==> src/rtl/sprite_pkg.sv <==
// sprite_pkg: shared types and select codes for the sprite animation sequencer.
//   cannon_state_t  - cannon life-cycle states (ALIVE / EXPLODE / RESPAWN)
//   CANNON_*        - choose_cannon select codes
//   LASER_BLAST     - choose_laser code for the impact sprite
//   ENEMY_BLAST     - choose_enemy code for the explosion sprite
//   CNT_W           - width of every frame counter
//   enemy_sel()     - maps enemy type + march frame bit to a sprite ROM select
package sprite_pkg;

  typedef enum logic [1:0] {
    ALIVE   = 2'd0,
    EXPLODE = 2'd1,
    RESPAWN = 2'd2
  } cannon_state_t;

  localparam logic [1:0] CANNON_NORMAL = 2'd0;
  localparam logic [1:0] CANNON_EXPL_A = 2'd1;
  localparam logic [1:0] CANNON_EXPL_B = 2'd2;
  localparam logic [1:0] CANNON_BLANK  = 2'd3;

  localparam logic [2:0] LASER_BLAST = 3'd4;
  localparam logic [3:0] ENEMY_BLAST = 4'd6;

  localparam int CNT_W = 8;

  // Type 3 has no sprite pair of its own and falls back to the 10pt sprites.
  function automatic logic [3:0] enemy_sel(input logic [1:0] etype, input logic frame);
    logic [1:0] t;
    t = (etype == 2'd3) ? 2'd0 : etype;
    return {1'b0, t, frame};
  endfunction

endpackage

==> src/rtl/frame_countdown.sv <==
// frame_countdown: loadable down-counter measured in advance (frame) cycles.
//   Clk, Reset_n  - clock, asynchronous active-low reset (count clears to 0)
//   load/load_val - start a new countdown of load_val advances; beats adv
//   adv           - one advance opportunity (frame tick while running)
//   active        - count is nonzero (the timed state is showing)
//   expire        - this adv is the last one of the countdown (count == 1)
// A load of N keeps active high for exactly N advances. expire is not masked
// by load so that a caller may reload on expire without a combinational loop;
// callers that can load while counting decide themselves which one wins.
module frame_countdown
  import sprite_pkg::*;
(
  input  logic             Clk,
  input  logic             Reset_n,
  input  logic             load,
  input  logic [CNT_W-1:0] load_val,
  input  logic             adv,
  output logic             active,
  output logic             expire
);

  logic [CNT_W-1:0] count_q;

  always_ff @(posedge Clk or negedge Reset_n) begin
    if (!Reset_n) begin
      count_q <= '0;
    end else if (load) begin
      count_q <= load_val;
    end else if (adv && (count_q != '0)) begin
      count_q <= count_q - 1'b1;
    end
  end

  assign active = (count_q != '0);
  assign expire = adv && (count_q == CNT_W'(1));

endmodule

==> src/rtl/sprite_anim_sequencer.sv <==
// sprite_anim_sequencer: timed sprite ROM selects for cannon, enemies and the
// alien laser. Animation advances once per frame_tick while game_run is high;
// hit/blast pulses from the collision logic are accepted at any time.
//   Clk, Reset_n     - clock, asynchronous active-low reset
//   frame_tick       - one-Clk pulse per video frame
//   game_run         - 1 = animation advances, 0 = timers frozen
//   enemy_type       - 0=10pt, 1=20pt, 2=30pt, 3 treated as 0
//   enemy_hit        - start / restart the enemy explosion
//   cannon_hit       - start the cannon explosion (ALIVE only)
//   laser_active     - alien laser in flight
//   laser_blast      - alien laser impact
//   choose_cannon    - 0 normal, 1 explode A, 2 explode B, 3 blank
//   choose_laser     - 0..3 flight frames, 4 blast
//   choose_enemy     - enemy_type*2 + frame bit, 6 while exploding
//   enemy_step       - one-Clk pulse on each march step
//   cannon_busy      - cannon not ALIVE
//   dbg_cannon_state - current cannon FSM state
// Every select is a decode of registered state, so events appear one Clk after
// the input edge.
module sprite_anim_sequencer
  import sprite_pkg::*;
#(
  parameter int ENEMY_STEP_FRAMES  = 16,
  parameter int ENEMY_BLAST_FRAMES = 8,
  parameter int EXPL_FRAMES        = 60,
  parameter int EXPL_TOGGLE_FRAMES = 4,
  parameter int RESPAWN_FRAMES     = 120,
  parameter int LASER_STEP_FRAMES  = 4,
  parameter int LASER_BLAST_FRAMES = 6
) (
  input  logic       Clk,
  input  logic       Reset_n,
  input  logic       frame_tick,
  input  logic       game_run,
  input  logic [1:0] enemy_type,
  input  logic       enemy_hit,
  input  logic       cannon_hit,
  input  logic       laser_active,
  input  logic       laser_blast,
  output logic [1:0] choose_cannon,
  output logic [2:0] choose_laser,
  output logic [3:0] choose_enemy,
  output logic       enemy_step,
  output logic       cannon_busy,
  output logic [1:0] dbg_cannon_state
);

  logic adv;
  assign adv = frame_tick & game_run;

  // ---------------------------------------------------------------- enemies
  logic eb_active, eb_expire;

  frame_countdown u_enemy_blast (
    .Clk      (Clk),
    .Reset_n  (Reset_n),
    .load     (enemy_hit),
    .load_val (CNT_W'(ENEMY_BLAST_FRAMES)),
    .adv      (adv),
    .active   (eb_active),
    .expire   (eb_expire)
  );

  logic [CNT_W-1:0] step_q;
  logic             frame_q;
  logic             enemy_step_q;
  logic             march_adv;
  logic             march_wrap;

  // The march holds while an explosion is showing, including the cycle a hit
  // arrives, so the step count resumes exactly where it was.
  assign march_adv  = adv & ~eb_active & ~enemy_hit;
  assign march_wrap = march_adv & (step_q == CNT_W'(ENEMY_STEP_FRAMES - 1));

  always_ff @(posedge Clk or negedge Reset_n) begin
    if (!Reset_n) begin
      step_q       <= '0;
      frame_q      <= 1'b0;
      enemy_step_q <= 1'b0;
    end else begin
      enemy_step_q <= march_wrap;
      if (march_wrap) begin
        step_q  <= '0;
        frame_q <= ~frame_q;
      end else if (march_adv) begin
        step_q <= step_q + 1'b1;
      end
    end
  end

  // enemy_type is registered; until the first Clk after reset there is no
  // sampled value yet, so the live input is shown instead.
  logic [1:0] type_q;
  logic       type_valid_q;

  always_ff @(posedge Clk or negedge Reset_n) begin
    if (!Reset_n) begin
      type_q       <= 2'd0;
      type_valid_q <= 1'b0;
    end else begin
      type_q       <= enemy_type;
      type_valid_q <= 1'b1;
    end
  end

  assign choose_enemy = eb_active ? ENEMY_BLAST
                                  : enemy_sel(type_valid_q ? type_q : enemy_type, frame_q);
  assign enemy_step   = enemy_step_q;

  // ----------------------------------------------------------------- cannon
  cannon_state_t state_q, state_d;
  logic          phase_q, phase_d;   // 0 = explode A, 1 = explode B
  logic          total_load, tog_load, resp_load;
  logic          total_active, total_expire;
  logic          tog_active, tog_expire;
  logic          resp_active, resp_expire;
  logic          explode_adv, respawn_adv;

  assign explode_adv = adv & (state_q == EXPLODE);
  assign respawn_adv = adv & (state_q == RESPAWN);

  frame_countdown u_cannon_total (
    .Clk      (Clk),
    .Reset_n  (Reset_n),
    .load     (total_load),
    .load_val (CNT_W'(EXPL_FRAMES)),
    .adv      (explode_adv),
    .active   (total_active),
    .expire   (total_expire)
  );

  frame_countdown u_cannon_toggle (
    .Clk      (Clk),
    .Reset_n  (Reset_n),
    .load     (tog_load),
    .load_val (CNT_W'(EXPL_TOGGLE_FRAMES)),
    .adv      (explode_adv),
    .active   (tog_active),
    .expire   (tog_expire)
  );

  frame_countdown u_cannon_respawn (
    .Clk      (Clk),
    .Reset_n  (Reset_n),
    .load     (resp_load),
    .load_val (CNT_W'(RESPAWN_FRAMES)),
    .adv      (respawn_adv),
    .active   (resp_active),
    .expire   (resp_expire)
  );

  always_ff @(posedge Clk or negedge Reset_n) begin
    if (!Reset_n) begin
      state_q <= ALIVE;
      phase_q <= 1'b0;
    end else begin
      state_q <= state_d;
      phase_q <= phase_d;
    end
  end

  always_comb begin
    state_d       = state_q;
    phase_d       = phase_q;
    total_load    = 1'b0;
    tog_load      = 1'b0;
    resp_load     = 1'b0;
    choose_cannon = CANNON_NORMAL;
    case (state_q)
      ALIVE: begin
        choose_cannon = CANNON_NORMAL;
        if (cannon_hit) begin
          state_d    = EXPLODE;
          phase_d    = 1'b0;
          total_load = 1'b1;
          tog_load   = 1'b1;
        end
      end
      EXPLODE: begin
        choose_cannon = phase_q ? CANNON_EXPL_B : CANNON_EXPL_A;
        // End of the explosion wins over a coincident A/B toggle.
        if (total_expire) begin
          state_d   = RESPAWN;
          resp_load = 1'b1;
        end else if (tog_expire) begin
          phase_d  = ~phase_q;
          tog_load = 1'b1;
        end
      end
      RESPAWN: begin
        choose_cannon = CANNON_BLANK;
        if (resp_expire) begin
          state_d = ALIVE;
        end
      end
      default: begin
        state_d = ALIVE;
      end
    endcase
  end

  assign cannon_busy      = (state_q != ALIVE);
  assign dbg_cannon_state = state_q;

  // ------------------------------------------------------------------ laser
  logic lb_active, lb_expire;

  frame_countdown u_laser_blast (
    .Clk      (Clk),
    .Reset_n  (Reset_n),
    .load     (laser_blast),
    .load_val (CNT_W'(LASER_BLAST_FRAMES)),
    .adv      (adv),
    .active   (lb_active),
    .expire   (lb_expire)
  );

  logic [CNT_W-1:0] lstep_q;
  logic [1:0]       lframe_q;
  logic             fly_adv;

  assign fly_adv = adv & laser_active & ~lb_active & ~laser_blast;

  // An impact restarts the flight animation so that frame 0 follows the blast.
  always_ff @(posedge Clk or negedge Reset_n) begin
    if (!Reset_n) begin
      lstep_q  <= '0;
      lframe_q <= 2'd0;
    end else if (!laser_active || laser_blast) begin
      lstep_q  <= '0;
      lframe_q <= 2'd0;
    end else if (fly_adv) begin
      if (lstep_q == CNT_W'(LASER_STEP_FRAMES - 1)) begin
        lstep_q  <= '0;
        lframe_q <= lframe_q + 1'b1;
      end else begin
        lstep_q <= lstep_q + 1'b1;
      end
    end
  end

  assign choose_laser = lb_active ? LASER_BLAST : {1'b0, lframe_q};

  // These counter flags carry no information beyond the FSM state / select
  // decodes above.
  logic unused_flags;
  assign unused_flags = ^{eb_expire, lb_expire, total_active, tog_active, resp_active};

endmodule

==> config.mk <==
export PLATFORM = sky130hd
export DESIGN_NAME = sprite_anim_sequencer
export DESIGN_NICKNAME = d
export VERILOG_FILES = /design/src/rtl/sprite_pkg.sv /design/src/rtl/frame_countdown.sv /design/src/rtl/sprite_anim_sequencer.sv
export SDC_FILE = /design/constraint.sdc
export NUM_CORES = 1
export LEC_CHECK = 0
export ABC_CLOCK_PERIOD_IN_PS = 2830
export BUFFER_PORTS_ARGS = -buffer_cell sky130_fd_sc_hd__buf_2
export CORE_ASPECT_RATIO = 1.75
export CORE_MARGIN = 4
export CORE_UTILIZATION = 45
export DETAILED_ROUTE_END_ITERATION = 6
export PLACE_DENSITY_LB_ADDON = 0.05
export SLEW_MARGIN = 20
export SYNTH_ARGS = -nofsm -noshare
export SYNTH_HDL_FRONTEND = slang
export SYNTH_SLANG_ARGS = --single-unit
==> constraint.sdc <==
create_clock -name Clk -period 2.83 [get_ports Clk]
set_input_delay 0.283 -clock Clk [delete_from_list [all_inputs] [get_ports Clk]]
set_output_delay 0.283 -clock Clk [all_outputs]
set_load 0.05 [all_outputs]
==> key figures <==
Outcome
  – Outcome: finished, final reports clean

Floorplanning
  – Starting Density: 46.50%
  – Core Region: 8016 µm²
  – Std cell rows: 43
  – Die Width: 76.80 µm
  – I/O pins: 23
  – Die Area: 9860 µm²
  – Die Y: 128.4 µm

STA
  – Min Tclk post-route: 2.552 ns
  – Setup TNS: 0 ns
  – Slew @ Worst Pin: 0.8364 ns
  – Hold Fails Final Rpt: 0
  – Final setup fails: 0
  – RSZ-0062 raised after global routing: no
  – Min Hold Slack: 0.09032 ns
  – Maximum clock rate: 391.9 MHz
  – Slew HR: 44.24%
  – Worst Slack Setup Final: 0.2780 ns
  – Pins Over Slew Limit: 0
  – Period utilization: 90.18%
  – Worst Skew: 0.006076 ns

Power and ir drop
  – Clock share of power: 40.4%
  – PD cells: 693.2 nW/µm²
  – Comb pwr share: 21.3%
  – Flop pwr share: 38.3%
  – Sw Ratio: 30.05%
  – Sw Pwr: 0.8786 mW
  – P_leak: 1.853 nW
  – VDD IR-drop max: 0.5422 mV
  – Internal power: 2.045 mW

Min path
  – Hold WC Path Type: primary input to register

Placement
  – DP HPWL: 5494 µm
  – Final GP Congestion: 0.8318
  – Port bufs: 21
  – Placement Setup Slack: 0.5918 ns

Logic synthesis
  – Mux contribution to synthesized area: 0.8728%
  – Synthesized net count: 418
  – Synthesized netlist cell count: 391
  – Synth Area in Adders: 5.707%
  – Post-Synth Simple-Gate Area: 24.27%
  – Xor/xnor cell area share of the yosys netlist: 6.109%
  – Number of flops mapped to enable cells by yosys: 0
  – Most used flip-flop cell after synthesis: dfrtp_1
  – Synthesized cell area: 3727 µm²
  – Seq/Total Area, Yosys: 44.31%
  – Yosys warns: 0
  – Main combinational cell family by area after synthesis: simple AND/OR/NAND/NOR gates
  – Yosys reg bits: 66
  – Yosys cell types: 64
  – Ys async rst share: 100.0%
  – Syn avg cell area: 9.533 µm²
  – Synth Area in Compound Gates: 14.94%

Cells and area
  – Share of cells above drive strength 1: 13.01%
  – Fill cell count: 770
  – Commonest non-fill, non-tap cells in the layout: 66 x dfrtp_1, 46 x nor2_1, 21 x a21oi_1, 21 x buf_2, 19 x nand2_1
  – Number of diodes: 0
  – Fin nets: 438
  – Area Overhead vs Synth: 13.16%
  – Most common cell after layout, fill and taps aside: dfrtp_1

GRT
  – Antenna violations before repair: 0
  – All-layer global routing usage: 17.71%
  – Vias in the first global route: 3036
  – Largest net degree at the start of global routing: 67
  – Remaining global-route overflow: 0
  – First-pass GRT wire length: 14080 µm

Worst setup path
  – CP required: 2.55 ns
  – Critical-path cell list: or4_1, nor3_1, and2_1, buf_2
  – WP data arrival: 2.27 ns
  – Buffers & Inverters on Critical Path: 1
  – Max stage delay on crit path: 0.59 ns
  – Startpoint types: register
  – Cell family with most CP delay: simple AND/OR/NAND/NOR gates
  – Crit path kind: register to output port
  – CP Max Fanout: 7
  – CP max-delay cell: or4_1
  – Crit. End Element: output port

Clock tree
  – Worst-Skew Late Latency: 0.33 ns
  – TritonCTS clock tree: done
  – H-tree depth: 3
  – Post-CTS Setup Inserts: 0
  – Sink Count: 66
  – PostCTS Resize Cnt: 0
  – Clk slew on worst S/H paths: 0.05 ns
  – CTS Buf Count: 9
  – CTS Buffer Depth: 2
  – CTS root buf: clkbuf_16
  – Hold-fix buffers, CTS: 0

Flow run
  – Max-cap violations: 0

Drt
  – Via count: 2952
  – Via-per-instance ratio: 5.846
  – Antenna Nets Post-Route: 0
  – Detailed Routing Iterations Pass 1: 4
  – Drt drc: 0
  – Initial drt markers: 145
  – Drt wl/cell: 15.44 µm
  – Routed wire length: 7795 µm
-- power groups by stage --
stage / clock (mW) / sequential [mW] / combinational [mW]
after detailed placement: 0 / 1.13 / 0.631
after global routing: 1.26 / 1.13 / 0.706
after global placement: 0 / 1.13 / 0.615
after floorplan: 0 / 1.14 / 0.460
after CTS: 1.22 / 1.12 / 0.634
final: 1.18 / 1.12 / 0.622
-- synth_stat cells, types with 5 or more instances --
cell type	instances	share of area, %
nor3_1	11	1.5
dfrtp_1	66	44
nand4_1	7	1.2
nor2_1	46	4.6
inv_1	18	1.8
or3_1	11	1.8
ha_1	17	5.7
nand2b_1	5	0.84
and2_1	5	0.84
o21ai_0	16	2.1
and3_1	8	1.3
buf_2	5	0.67
a211oi_1	5	1.0
a21oi_1	21	2.8
xor2_1	12	2.8
clkbuf_1	6	0.60
nand3_1	17	2.3
nand2_1	19	1.9
o211ai_1	6	1.2
xnor2_1	14	3.3
-- per-layer routing --
layer | wire [µm] | vias to the layer above | track usage, % | part of all wire [%]
li1 | - | 1461 | - | -
met2 | 4219 | 39 | 31.86 | 54
met5 | 0 | - | 0 | 0
met4 | 105 | 0 | 6.617 | 1.3
met3 | 205 | 5 | 4.412 | 2.6
met1 | 3264 | 1447 | 20.13 | 42
-- state kept, by name, indices dropped and copies added (netlist names), 8 cells and up --
name	flops
u_enemy_blast.count_q	8
lstep_q	8
u_cannon_respawn.count_q	8
u_cannon_toggle.count_q	8
step_q	8
u_cannon_total.count_q	8
u_laser_blast.count_q	8
-- final timing paths --
check / start / endpoint / slack, ns / depth (start not counted)
max: u_laser_blast.count_q[4]$_DFFE_PN0P_ / choose_laser[0] / 0.28 / 4
min: enemy_type[1] / type_q[1]$_DFF_PN0_ / 0.09 / 1
max reg2reg: u_enemy_blast.count_q[0]$_DFFE_PN0P_ / step_q[3]$_DFFE_PN0P_ / 0.56 / 6
min reg2reg: frame_q$_DFFE_PN0P_ / frame_q$_DFFE_PN0P_ / 0.47 / 1
max in group asynchronous: Reset_n / u_cannon_total.count_q[6]$_DFFE_PN0P_ / 2.14 / 2
min in group asynchronous: Reset_n / step_q[7]$_DFFE_PN0P_ / 0.15 / 2
-- layout make-up --
cell class | instances | area [µm²] | area share [%]
Clock buffer | 14 | 294.0 | 6.971
Clock inverter | 1 | 30.03 | 0.7120
Inverter | 18 | 67.56 | 1.602
Multi-Input combinational cell | 293 | 1942 | 46.04
Sequential cell | 66 | 1652 | 39.16
Tap cell | 90 | 112.6 | 2.670
Timing Repair Buffer | 23 | 120.1 | 2.848
-- cells by family after synthesis --
group,after synthesis
compound gates,81
xor+xnor,26
fa+ha+maj,17
buf+inv,32
flops,66
mux,3
other cells,2
simple gates,164
-- through the flow --
step / utilization (%) / power, mW / instance area, µm² / std cells
final: 52.61 / 2.924 / 4218 / 505
after global routing: 52.61 / 3.104 / 4218 / 505
after CTS: 52.61 / 2.971 / 4218 / 505
after detailed placement: 48.57 / 1.765 / 3894 / 490
after global placement: 48.57 / 1.746 / 3894 / 490
after floorplan: - / 1.597 / 3727 / 391
Power figures use the tool's default switching activity.
